## config.mk

```make
export PLATFORM = sky130hd
export DESIGN_NAME = div_top
export DESIGN_NICKNAME = d
export VERILOG_FILES = /design/src/rtl/div_top.sv
export SDC_FILE = /design/constraint.sdc
export NUM_CORES = 1
export LEC_CHECK = 0
export ABC_AREA = 1
export ABC_CLOCK_PERIOD_IN_PS = 4800
export CAP_MARGIN = 10
export CORE_MARGIN = 2
export CORE_UTILIZATION = 55
export DETAILED_ROUTE_END_ITERATION = 7
export GPL_TIMING_DRIVEN = 1
export PLACE_DENSITY = 0.86
export SYNTH_ARGS = -nofsm -noshare
export SYNTH_HDL_FRONTEND = slang
export SYNTH_SLANG_ARGS = --single-unit
```

## constraint.sdc

```tcl
create_clock -name sys_clk -period 4.8 [get_ports sys_clk]
set_clock_uncertainty 0.05 [all_clocks]
set_input_delay 1.44 -clock sys_clk [delete_from_list [all_inputs] [get_ports sys_clk]]
set_output_delay 1.44 -clock sys_clk [all_outputs]
set_load 0.02 [all_outputs]
```

## src/rtl/div_top.sv

```systemverilog
// Iterative restoring unsigned divider, 25-bit dividend / 16-bit divisor, one quotient bit per enabled edge.
// Optional macro DIVI_FRACT_EN: 16 extra steps produce fractional quotient bits instead of the remainder.
// Latency: 1 capture + 25 steps (41 with DIVI_FRACT_EN); rfd=0 while busy, ce=0 stalls everything.
module div_top (
    input  logic        sys_clk,
    input  logic        sys_rst_n,
    input  logic        ce,
    input  logic [24:0] dividend,
    input  logic [15:0] divisor,
    output logic [24:0] quotient,
    output logic [15:0] fractional,
    output logic        rfd
);

`ifdef DIVI_FRACT_EN
    localparam int QW = 41;
`else
    localparam int QW = 25;
`endif
    localparam logic [5:0] ITER   = 6'(QW);
    localparam logic [0:0] S_IDLE = 1'b0;
    localparam logic [0:0] S_BUSY = 1'b1;

    logic [0:0]    r_state;
    logic [5:0]    r_cnt;
    logic [24:0]   r_dvd;
    logic [15:0]   r_dvs;
    logic [15:0]   r_rem;
    logic [QW-2:0] r_q;
    logic          r_dz;
    logic [24:0]   r_quot;
    logic [15:0]   r_frac;

    logic [16:0]   w_rem_sh;
    logic          w_ge;
    logic [15:0]   w_rem_nx;
    logic [QW-1:0] w_q_nx;
    logic [24:0]   w_quo;
    logic [15:0]   w_fra;
    logic          w_last;

    // Dividend register shifts left with zero fill, so the fractional steps see zero bits for free.
    assign w_rem_sh = {r_rem, r_dvd[24]};
    assign w_ge     = (w_rem_sh >= {1'b0, r_dvs});
    assign w_rem_nx = 16'(w_ge ? (w_rem_sh - {1'b0, r_dvs}) : w_rem_sh);
    assign w_q_nx   = {r_q, w_ge};
    assign w_last   = (r_cnt == 6'd1);

`ifdef DIVI_FRACT_EN
    assign w_quo = w_q_nx[40:16];
    assign w_fra = w_q_nx[15:0];
`else
    assign w_quo = w_q_nx;
    assign w_fra = w_rem_nx;
`endif

    always_ff @(posedge sys_clk or negedge sys_rst_n) begin
        if (!sys_rst_n) begin
            r_state <= S_IDLE;
            r_cnt   <= '0;
            r_dvd   <= '0;
            r_dvs   <= '0;
            r_rem   <= '0;
            r_q     <= '0;
            r_dz    <= 1'b0;
            r_quot  <= '0;
            r_frac  <= '0;
        end else if (ce) begin
            case (r_state)
                S_IDLE: begin
                    r_dvd   <= dividend;
                    r_dvs   <= divisor;
                    r_dz    <= (divisor == 16'd0);
                    r_rem   <= '0;
                    r_q     <= '0;
                    r_cnt   <= ITER;
                    r_state <= S_BUSY;
                end
                S_BUSY: begin
                    r_dvd <= {r_dvd[23:0], 1'b0};
                    r_rem <= w_rem_nx;
                    r_q   <= w_q_nx[QW-2:0];
                    r_cnt <= r_cnt - 6'd1;
                    if (w_last) begin
                        // Divide-by-zero overrides whatever the datapath accumulated.
                        r_quot  <= r_dz ? 25'h1FFFFFF : w_quo;
                        r_frac  <= r_dz ? 16'hFFFF : w_fra;
                        r_state <= S_IDLE;
                    end
                end
                default: r_state <= S_IDLE;
            endcase
        end
    end

    assign quotient   = r_quot;
    assign fractional = r_frac;
    assign rfd        = (r_state == S_IDLE);

endmodule

```

Yosys cells after proc, flatten, opt, wreduce, memory -nomap -nowiden
Index checks and enable logic that the tools add are counted.
{ "classes": {"bitwise_logic": 1, "add_sub_neg": 2, "eq_ne": 1, "magnitude_cmp": 1, "muxes": 9, "reduce_logical": 3, "n_shift": 0, "div_mod_pow": 0, "mul": 0} }
{ "op_table": {"columns": ["operator", "n"], "rows": [
  ["$pmux 25 s2", 1],
  ["$pmux 24 s2", 1],
  ["$mux 16", 2],
  ["$pmux 16 s2", 1],
  ["$mux 25", 1],
  ["$ge 17x16->1", 1],
  ["$logic_not 16->1", 1],
  ["$sub 16x16->16", 1],
  ["$pmux 6 s2", 1],
  ["$eq 6x1->1 const B", 1],
  ["$sub 6x1->6 const B", 1],
  ["$reduce_and 3->1", 1],
  ["$pmux 1 s2", 1],
  ["$reduce_and 2->1", 1],
  ["$mux 1", 1],
  ["$not 1->1", 1]
]} }
{ "totals": {"out_inout_bits": 42, "n_memories": 0, "ram_bits": 0, "ff_bits": 130, "latchBits": 0, "romBits": 0, "inputBits": 44} }

Logic depth before layout (Yosys ltp)
Gate-level depths: netlist of the first run.
{ "logic_depth": {"word_depth": 3, "mapped_depth": 15} }

Worst setup path before layout of the first run
No wires, ideal clock.
{ "synth_timing": {"path_kind": "input to register", "start": "in ce", "end": "reg r_frac[1] (netlist: fractional[1])", "setup_time_ns": 0.120, "t_required_ns": 4.630, "setup_slack_ns": 2.367, "arrival_time_ns": 2.264, "stages": 8, "path_cell_list": "nand2_1 nor2_1 nand2_1 nor2_1 buf_2 nand3_1 o21ai_0 inv_1"} }
{ "synth_via": {"elab_chain_len": 1} }
{ "synth_lines": {"columns": ["item", "line", "text"], "rows": [
  ["from (decl)", "7", "input logic ce,"],
  ["$reduce_and 3->1 (no line)", null, null],
  ["to (signal assigned)", "87", "r_frac <= r_dz ? 16'hFFFF : w_fra;"],
  ["to (decl)", "32", "logic [15:0] r_frac;"]
]} }
No other way between the ends.
A chain may end at the register's enable or synchronous reset.

Worst setup path after layout of the first run
{ "layout_timing": {"start": "in ce", "end": "reg r_quot[5] (netlist: quotient[5])"} }
{ "layout_via": {"elab_chain_len": 1} }
{ "layout_lines": {"columns": ["item", "line", "text"], "rows": [
  ["$reduce_and 3->1 (no line)", null, null],
  ["to (signal assigned)", "86", "r_quot <= r_dz ? 25'h1FFFFFF : w_quo;"],
  ["to (decl)", "31", "logic [24:0] r_quot;"]
]} }
No other way between the ends.

==> Flow_metrics.wiki, run 1 <==
{| class="wikitable"
! Metric !! Value
|-
| Outcome || finished with violations
|-
| Failing checks || DRC
|-
| Number of register bits inferred by synthesis || 130
|-
| Worst Reg-to-Reg Cells || 13
|-
| Delay contributed by the slowest stage of the critical path || 0.53 ns
|-
| Cts bufs inserted || 17
|-
| Cell with the largest stage delay on the worst path || sky130_fd_sc_hd__inv_1
|-
| Library cell with the highest instance count after synthesis || sky130_fd_sc_hd__nand2_1
|-
| Final setup margin || about 1.3 ns
|-
| Main flop type after synthesis || sky130_fd_sc_hd__dfrtp_1
|-
| Antenna diodes || 0
|-
| WP data required || 5.08 ns
|-
| Via count of the first global-routing pass || between 5k and 6k
|-
| Worst skew pair latency || around 0.42 ns
|-
| HP Class || reg -> reg
|-
| Portion of synthesized cell area occupied by the leading cell type || 49.90%
|-
| Final weighted congestion of routability-driven global placement || around 0.88
|-
| Minimum clock period after layout || between 3 and 4 ns
|-
| Core Footprint || 11520 sq um
|-
| Cts-stage hold buffer count || 0
|-
| Largest cells by area after synthesis || sky130_fd_sc_hd__dfrtp_1, sky130_fd_sc_hd__nand2_1, sky130_fd_sc_hd__inv_1, sky130_fd_sc_hd__nand3_1, sky130_fd_sc_hd__ha_1
|-
| Critical path arrival || around 3.8 ns
|-
| Post-synth top cells || sky130_fd_sc_hd__nand2_1, sky130_fd_sc_hd__dfrtp_1, sky130_fd_sc_hd__inv_1, sky130_fd_sc_hd__nand3_1, sky130_fd_sc_hd__nor2_1
|-
| Distinct cell type count after synthesis || 39
|-
| Final Hold Slack || about 0.45 ns
|-
| Maximum vdd ir drop || around 0.42 mV
|-
| Detailed-route DRC error count || 3
|-
| Number of detailed-routing iterations run before antenna repair || 8
|-
| Final antenna-violating net count || 0
|-
| Fraction of layout cells with a size suffix above 1 || about a tenth
|-
| Die outline height || approximately 110 um
|-
| Routed via count divided by cell count || about 5.4
|-
| Total of endpoints with negative setup slack in the final report || 0
|-
| Crit share post-route || between 70% and 80%
|-
| Detailed router's first-iteration violation count || 445
|-
| CP Capture Type || flop
|-
| Initial Util || 56.61%
|-
| Max Root-Sink Buffers || 2
|-
| Gr ovfl total || 0
|-
| Max capacitance violation total || 0
|-
| Setup TNS Final || 0 ns
|-
| CTS H-tree depth || 4
|-
| Postcts setup bufs || 0
|-
| Detail-routed net length per standard cell || approximately 15 um
|-
| Layout area overhead || 24.22%
|-
| Fill cell instance count of the final layout || 888
|-
| Synth Net Count || between 800 and 900
|-
| CTS root buffer || sky130_fd_sc_hd__clkbuf_16
|-
| CP Launch Type || input port
|-
| Nets || roughly 950
|-
| Largest fanout on the critical path || 31
|-
| Fraction of synthesis flops using an asynchronous set or reset pin || 100.0%
|-
| Setup repair after global routing missed its margin || false
|-
| Clock tree from TritonCTS || done
|-
| Maximum achievable frequency || about 0.29 GHz
|-
| Routed Wire Length || between 15000 and 20000 um
|-
| Post-CTS clock slew at the launch and capture registers of the worst setup and hold paths || 0.07 ns
|-
| Worst slew margin || 19.83%
|-
| Count of flip-flops with a built-in enable after synthesis || 0
|-
| Boundary pin count || 86
|-
| Number of instances resized during post-cts repair || 0
|-
| Antenna violations before repair || 0
|-
| Part of the Yosys area used for sequential elements || between 40% and 50%
|-
| Tightest Pin Transition || 1.201 ns
|-
| Cell depth of the worst min-delay path || 2
|-
| Final hold violation count || 0
|-
| Number of placement rows || 39
|-
| Average footprint of a synthesized cell || 8.128 sq um
|-
| Number of port buffers || between 80 and 90
|-
| Clock net sink count || 130
|-
| Final HPWL from detailed placement || between 10000 and 15000 um
|-
| Floorplan die area || approximately 13000 sq um
|-
| Wire length of the first global-routing pass || around 27000 um
|-
| Ordered list of cells on the worst path || clkdlybuf4s50_1 > buf_4 > nand2_1 > nor2_1 > nand2_1 > inv_1 > buf_4 > nor2_1 > a21oi_1
|-
| Areal power density over the cells || about 740 nW/um^2
|-
| Slew Limit Fails || 0
|-
| Yosys warning count || 0
|-
| Overall track demand over capacity in global routing || a little over a quarter
|-
| Biggest area consumer among synthesized cells || sky130_fd_sc_hd__dfrtp_1
|-
| Maximum number of pins on one net before global-route repair || just under 60
|-
| Leakage || a little over 4 nW
|-
| Horizontal die dimension || 112.9 um
|-
| Setup slack after placement || slightly below 1 ns
|-
| Synthesized instance count || approximately 800
|-
| Post-synthesis instance area || between 6000 and 7000 sq um
|-
| Total vias in the final route || about 5.6k
|-
| Critical path type || in -> reg
|}
## worst max-delay path, delay by kind of cell
kind	cells	cell delay, ns
compound gates	1	0.17
buf+inv	4	1.71
simple gates	4	0.46
## placed cells by master (no fill, tap or decap), types with 9 or more instances in the layout
cell type,count
sky130_fd_sc_hd__ha_1,18
sky130_fd_sc_hd__nand3_1,61
sky130_fd_sc_hd__o22ai_1,25
sky130_fd_sc_hd__o21ai_0,24
sky130_fd_sc_hd__a21oi_1,35
sky130_fd_sc_hd__or2_2,9
sky130_fd_sc_hd__nand2_2,9
sky130_fd_sc_hd__clkdlybuf4s50_1,84
sky130_fd_sc_hd__inv_1,104
sky130_fd_sc_hd__dfrtp_1,130
sky130_fd_sc_hd__clkbuf_16,17
sky130_fd_sc_hd__buf_4,10
sky130_fd_sc_hd__nor2_1,39
sky130_fd_sc_hd__nand2_1,252
## cell type report
type / count / area, sq um / share of cell area (%)
clock buffers: 18 / 429.2 / 5.300
flip-flops and latches: 130 / 3253 / 40.17
inverters: 109 / 409.1 / 5.053
repair buffers: 94 / 915.9 / 11.31
well taps: 143 / 178.9 / 2.210
multi-input cells: 532 / 2721 / 33.61
clock inverters: 14 / 190.2 / 2.349
## flip-flops by register name, summed over array words and instances, names as in the netlist
register / count
r_dvd: 25
r_q: 24
r_dvs: 16
r_rem: 16
r_state: 1
r_dz: 1
r_cnt: 6
quotient: 25
fractional: 16
## worst paths after layout
path | start | to | slack, ns
min in group asynchronous | sys_rst_n | r_dvs[10] | 1.03
setup / recovery | ce | quotient[5] | 1.29
hold / removal | r_dvd[3] | r_dvd[3] | 0.45
setup reg to reg | r_rem[9] | fractional[2] | 2.23
hold reg to reg | r_dvd[3] | r_dvd[3] | 0.45
max in group asynchronous | sys_rst_n | r_cnt[3] | 2.76
## cell families after synthesis
| family | synth area share (%) |
|---|---|
| compound gates | 8.023 |
| fa+ha+maj | 3.762 |
| xor+xnor | 1.075 |
| buf+inv | 8.503 |
| simple gates | 28.73 |
| flops | 49.90 |
## power breakdown
part / leakage, nW / switching (mW) / total (mW) / internal (mW)
sequential: 1.66 / 0.286 / 1.83 / 1.55
clock: 0.300 / 0.538 / 1.37 / 0.835
combinational: 2.12 / 1.73 / 2.82 / 1.09
## through the flow
step	utilization (%)	area [sq um]	power [mW]	cells
6_report	70.32	8098	6.028	1040
3_5_place_dp	64.94	7478	4.587	1008
4_1_cts	70.32	8098	6.026	1040
2_1_floorplan	-	6519	3.773	802
5_1_grt	70.32	8098	6.459	1040
3_3_place_gp	64.94	7478	4.504	1008
## per-layer routing
layer | GRT usage (%) | part of all wire, % | vias to the layer above
li1 | - | - | 2707
met1 | 32.46 | 41 | 2660
met2 | 46.71 | 51 | 203
met3 | 4.767 | 4.8 | 49
met4 | 13.82 | 3.8 | 0
met5 | 0 | 0 | -
Power figures use the tool's default switching activity.
==> run 2: changes to the inputs <==
ABC_CLOCK_PERIOD_IN_PS = 2950   (was 4800)
CORE_UTILIZATION = 50   (was 55)
PLACE_DENSITY = 0.82   (was 0.86)
clock period = 2.95 ns   (was 4.8 ns; I/O delays follow)
==> Flow_metrics.wiki, run 2 (same netlist as run 1, synthesis figures left out) <==
{| class="wikitable"
! Metric !! Value
|-
| Outcome || finished clean
|-
| Critical path arrival || 1.53 ns (-2.25 ns)
|-
| Cts bufs inserted || 17 (unchanged)
|-
| Final antenna-violating net count || 0 (unchanged)
|-
| Number of port buffers || 85 (unchanged)
|-
| Max Root-Sink Buffers || 2 (unchanged)
|-
| Largest fanout on the critical path || 3 (-90%)
|-
| Post-CTS clock slew at the launch and capture registers of the worst setup and hold paths || 0.06 ns (about the same)
|-
| Antenna violations before repair || 0 (unchanged)
|-
| Setup repair after global routing missed its margin || false
|-
| Maximum number of pins on one net before global-route repair || 105 (+81%)
|-
| Total vias in the final route || 5506 (-2.0%)
|-
| Critical path type || reg -> out
|-
| Number of placement rows || 41 (+5.1%)
|-
| Detailed-route DRC error count || 0 (-3)
|-
| Logic gate share of total power || 47.5% (+0.7 points)
|-
| Fraction of layout cells with a size suffix above 1 || 9.878% (+0.40 points)
|-
| Worst path bufs/invs || 2 (-2)
|-
| Worst skew pair latency || 0.42 ns (about the same)
|-
| Switching power share of the total || 41.85% (-0.55 points)
|-
| Final hold violation count || 0 (unchanged)
|-
| Int Power || 5.629 mW (+62%)
|-
| CP Capture Type || output port
|-
| WP data required || 2.02 ns (-3.06 ns)
|-
| Worst slew margin || 61.51% (+42 points)
|-
| Final weighted congestion of routability-driven global placement || 0.9232 (+4.5%)
|-
| Sequential power share || 30.4% (about the same)
|-
| Number of instances resized during post-cts repair || 0 (unchanged)
|-
| Areal power density over the cells || 1181 nW/um^2 (+59%)
|-
| Via count of the first global-routing pass || 5439 (-4.5%)
|-
| Postcts setup bufs || 0 (unchanged)
|-
| Ordered list of cells on the worst path || inv_1 > clkdlybuf4s50_1
|-
| Maximum vdd ir drop || 0.6989 mV (+68%)
|-
| Slew Limit Fails || 0 (unchanged)
|-
| Total of endpoints with negative setup slack in the final report || 0 (unchanged)
|-
| CP Launch Type || flop
|-
| Nets || 951 (+0.42%)
|-
| Clock net sink count || 130 (unchanged)
|-
| Boundary pin count || 86 (unchanged)
|-
| Number of detailed-routing iterations run before antenna repair || 5 (-3)
|-
| Die outline height || 118.2 um (+4.7%)
|-
| Delay contributed by the slowest stage of the critical path || 0.61 ns (+0.08 ns)
|-
| CTS root buffer || sky130_fd_sc_hd__clkbuf_16
|-
| Leakage || 4.104 nW (+0.56%)
|-
| Gr ovfl total || 0 (unchanged)
|-
| Dominant delay contributor by cell family on the critical path || buffers and inverters
|-
| Setup slack after placement || 0.4741 ns (-0.4989 ns)
|-
| Final HPWL from detailed placement || 10460 um (+0.35%)
|-
| Floorplan die area || 13970 sq um (+9.6%)
|-
| Detail-routed net length per standard cell || 14.20 um (-7.6%)
|-
| Minimum clock period after layout || between 2 and 2.5 ns
|-
| Max capacitance violation total || 0 (unchanged)
|-
| Clock tree from TritonCTS || done
|-
| Layout area overhead || 25.76%
|-
| Tightest Pin Transition || 0.5774 ns (-0.6239 ns)
|-
| Cts-stage hold buffer count || 0 (unchanged)
|-
| Final setup margin || 0.4805 ns (-0.8127 ns)
|-
| CTS H-tree depth || 4 (unchanged)
|-
| Routed via count divided by cell count || 5.131 (-5.0%)
|-
| Wire length of the first global-routing pass || 26250 um (-3.4%)
|-
| Overall track demand over capacity in global routing || 23.46% (-3.5 points)
|-
| Top library cells by usage in the layout, fill and taps aside || sky130_fd_sc_hd__nand2_1, sky130_fd_sc_hd__dfrtp_1, sky130_fd_sc_hd__inv_1
|-
| Power dissipated by switching net loads || 4.051 mW (+59%)
|-
| Antenna diodes || 0 (unchanged)
|-
| Maximum achievable frequency || 0.4049 GHz
|-
| Setup TNS Final || 0 ns (unchanged)
|-
| Commonest non-fill, non-tap cell in the layout || sky130_fd_sc_hd__nand2_1
|-
| Detailed router's first-iteration violation count || 442 (-0.67%)
|-
| Initial Util || 51.45% (-5.2 points)
|-
| Cell with the largest stage delay on the worst path || sky130_fd_sc_hd__clkdlybuf4s50_1
|-
| Clock group share of total power || 22.1% (-0.7 points)
|-
| Crit share post-route || a little over four fifths
|-
| HP Class || in -> async
|-
| Routed Wire Length || 15240 um (-4.7%)
|-
| Horizontal die dimension || 118.2 um (+4.7%)
|-
| Core Footprint || 12670 sq um (+10%)
|}
## run 2: cell count changes in the layout (fill, tap and decap cells not counted)
| cell | delta |
|---|---|
| sky130_fd_sc_hd__buf_12 | +4 |
| sky130_fd_sc_hd__clkbuf_8 | +2 |
| sky130_fd_sc_hd__inv_6 | -2 |
| sky130_fd_sc_hd__bufinv_16 | -1 |
| sky130_fd_sc_hd__clkinv_2 | +1 |
| sky130_fd_sc_hd__clkinv_4 | -1 |
| sky130_fd_sc_hd__clkinvlp_4 | +1 |
## run 2: through the flow
stage               area (sq um)  hold slack [ns]  instances  util (%)  power, mW
floorplan                   6519           0.3959        802         -      6.139
global placement            7595           0.4213       1041     59.94      7.400
detailed placement          7595           0.4284       1041     59.94      7.525
CTS                         8198           0.4364       1073     64.70      9.734
global route                8198           0.4579       1073     64.70      10.42
finish                      8198           0.4360       1073     64.70      9.680
## run 2: routing by layer
layer | global-route usage, % | share of wire (%) | wire length (um)
met1 | 29.35 | 44 | 6631
met2 | 39.67 | 50 | 7553
met3 | 5.116 | 4.0 | 616
met4 | 9.187 | 2.9 | 437
met5 | 0 | 0 | 0
## run 2: cell type report
type / count / area (sq um)
Multi-Input combinational cell: 532 / 2721
Clock inverter: 12 / 146.4
Timing Repair Buffer: 98 / 996.0
Fill cell: 1089 / 4473
Inverter: 109 / 409.1
Sequential cell: 130 / 3253
Tap cell: 172 / 215.2
Clock buffer: 20 / 456.7
## run 2: worst paths after layout
path                                 from            end  slack, ns  cells after the start
worst max-delay path              r_state            rfd       0.48                      2
worst min-delay path            sys_rst_n      r_dvs[12]       0.44                      2
worst max register to register   r_rem[2]  fractional[2]       0.60                     13
worst min register to register   r_dvd[1]       r_dvd[2]       0.44                      2
max in group asynchronous       sys_rst_n  fractional[9]       1.94                      2
min in group sys_clk             r_dvd[1]       r_dvd[2]       0.44                      2
## run 2: power by group through the flow
stage	clock network, mW	registers (mW)	logic [mW]
CTS	2.17	2.94	4.62
detailed placement	0	2.95	4.57
global route	2.25	3.03	5.15
floorplan	0	3.18	2.96
finish	2.14	2.94	4.60
global placement	0	2.94	4.46
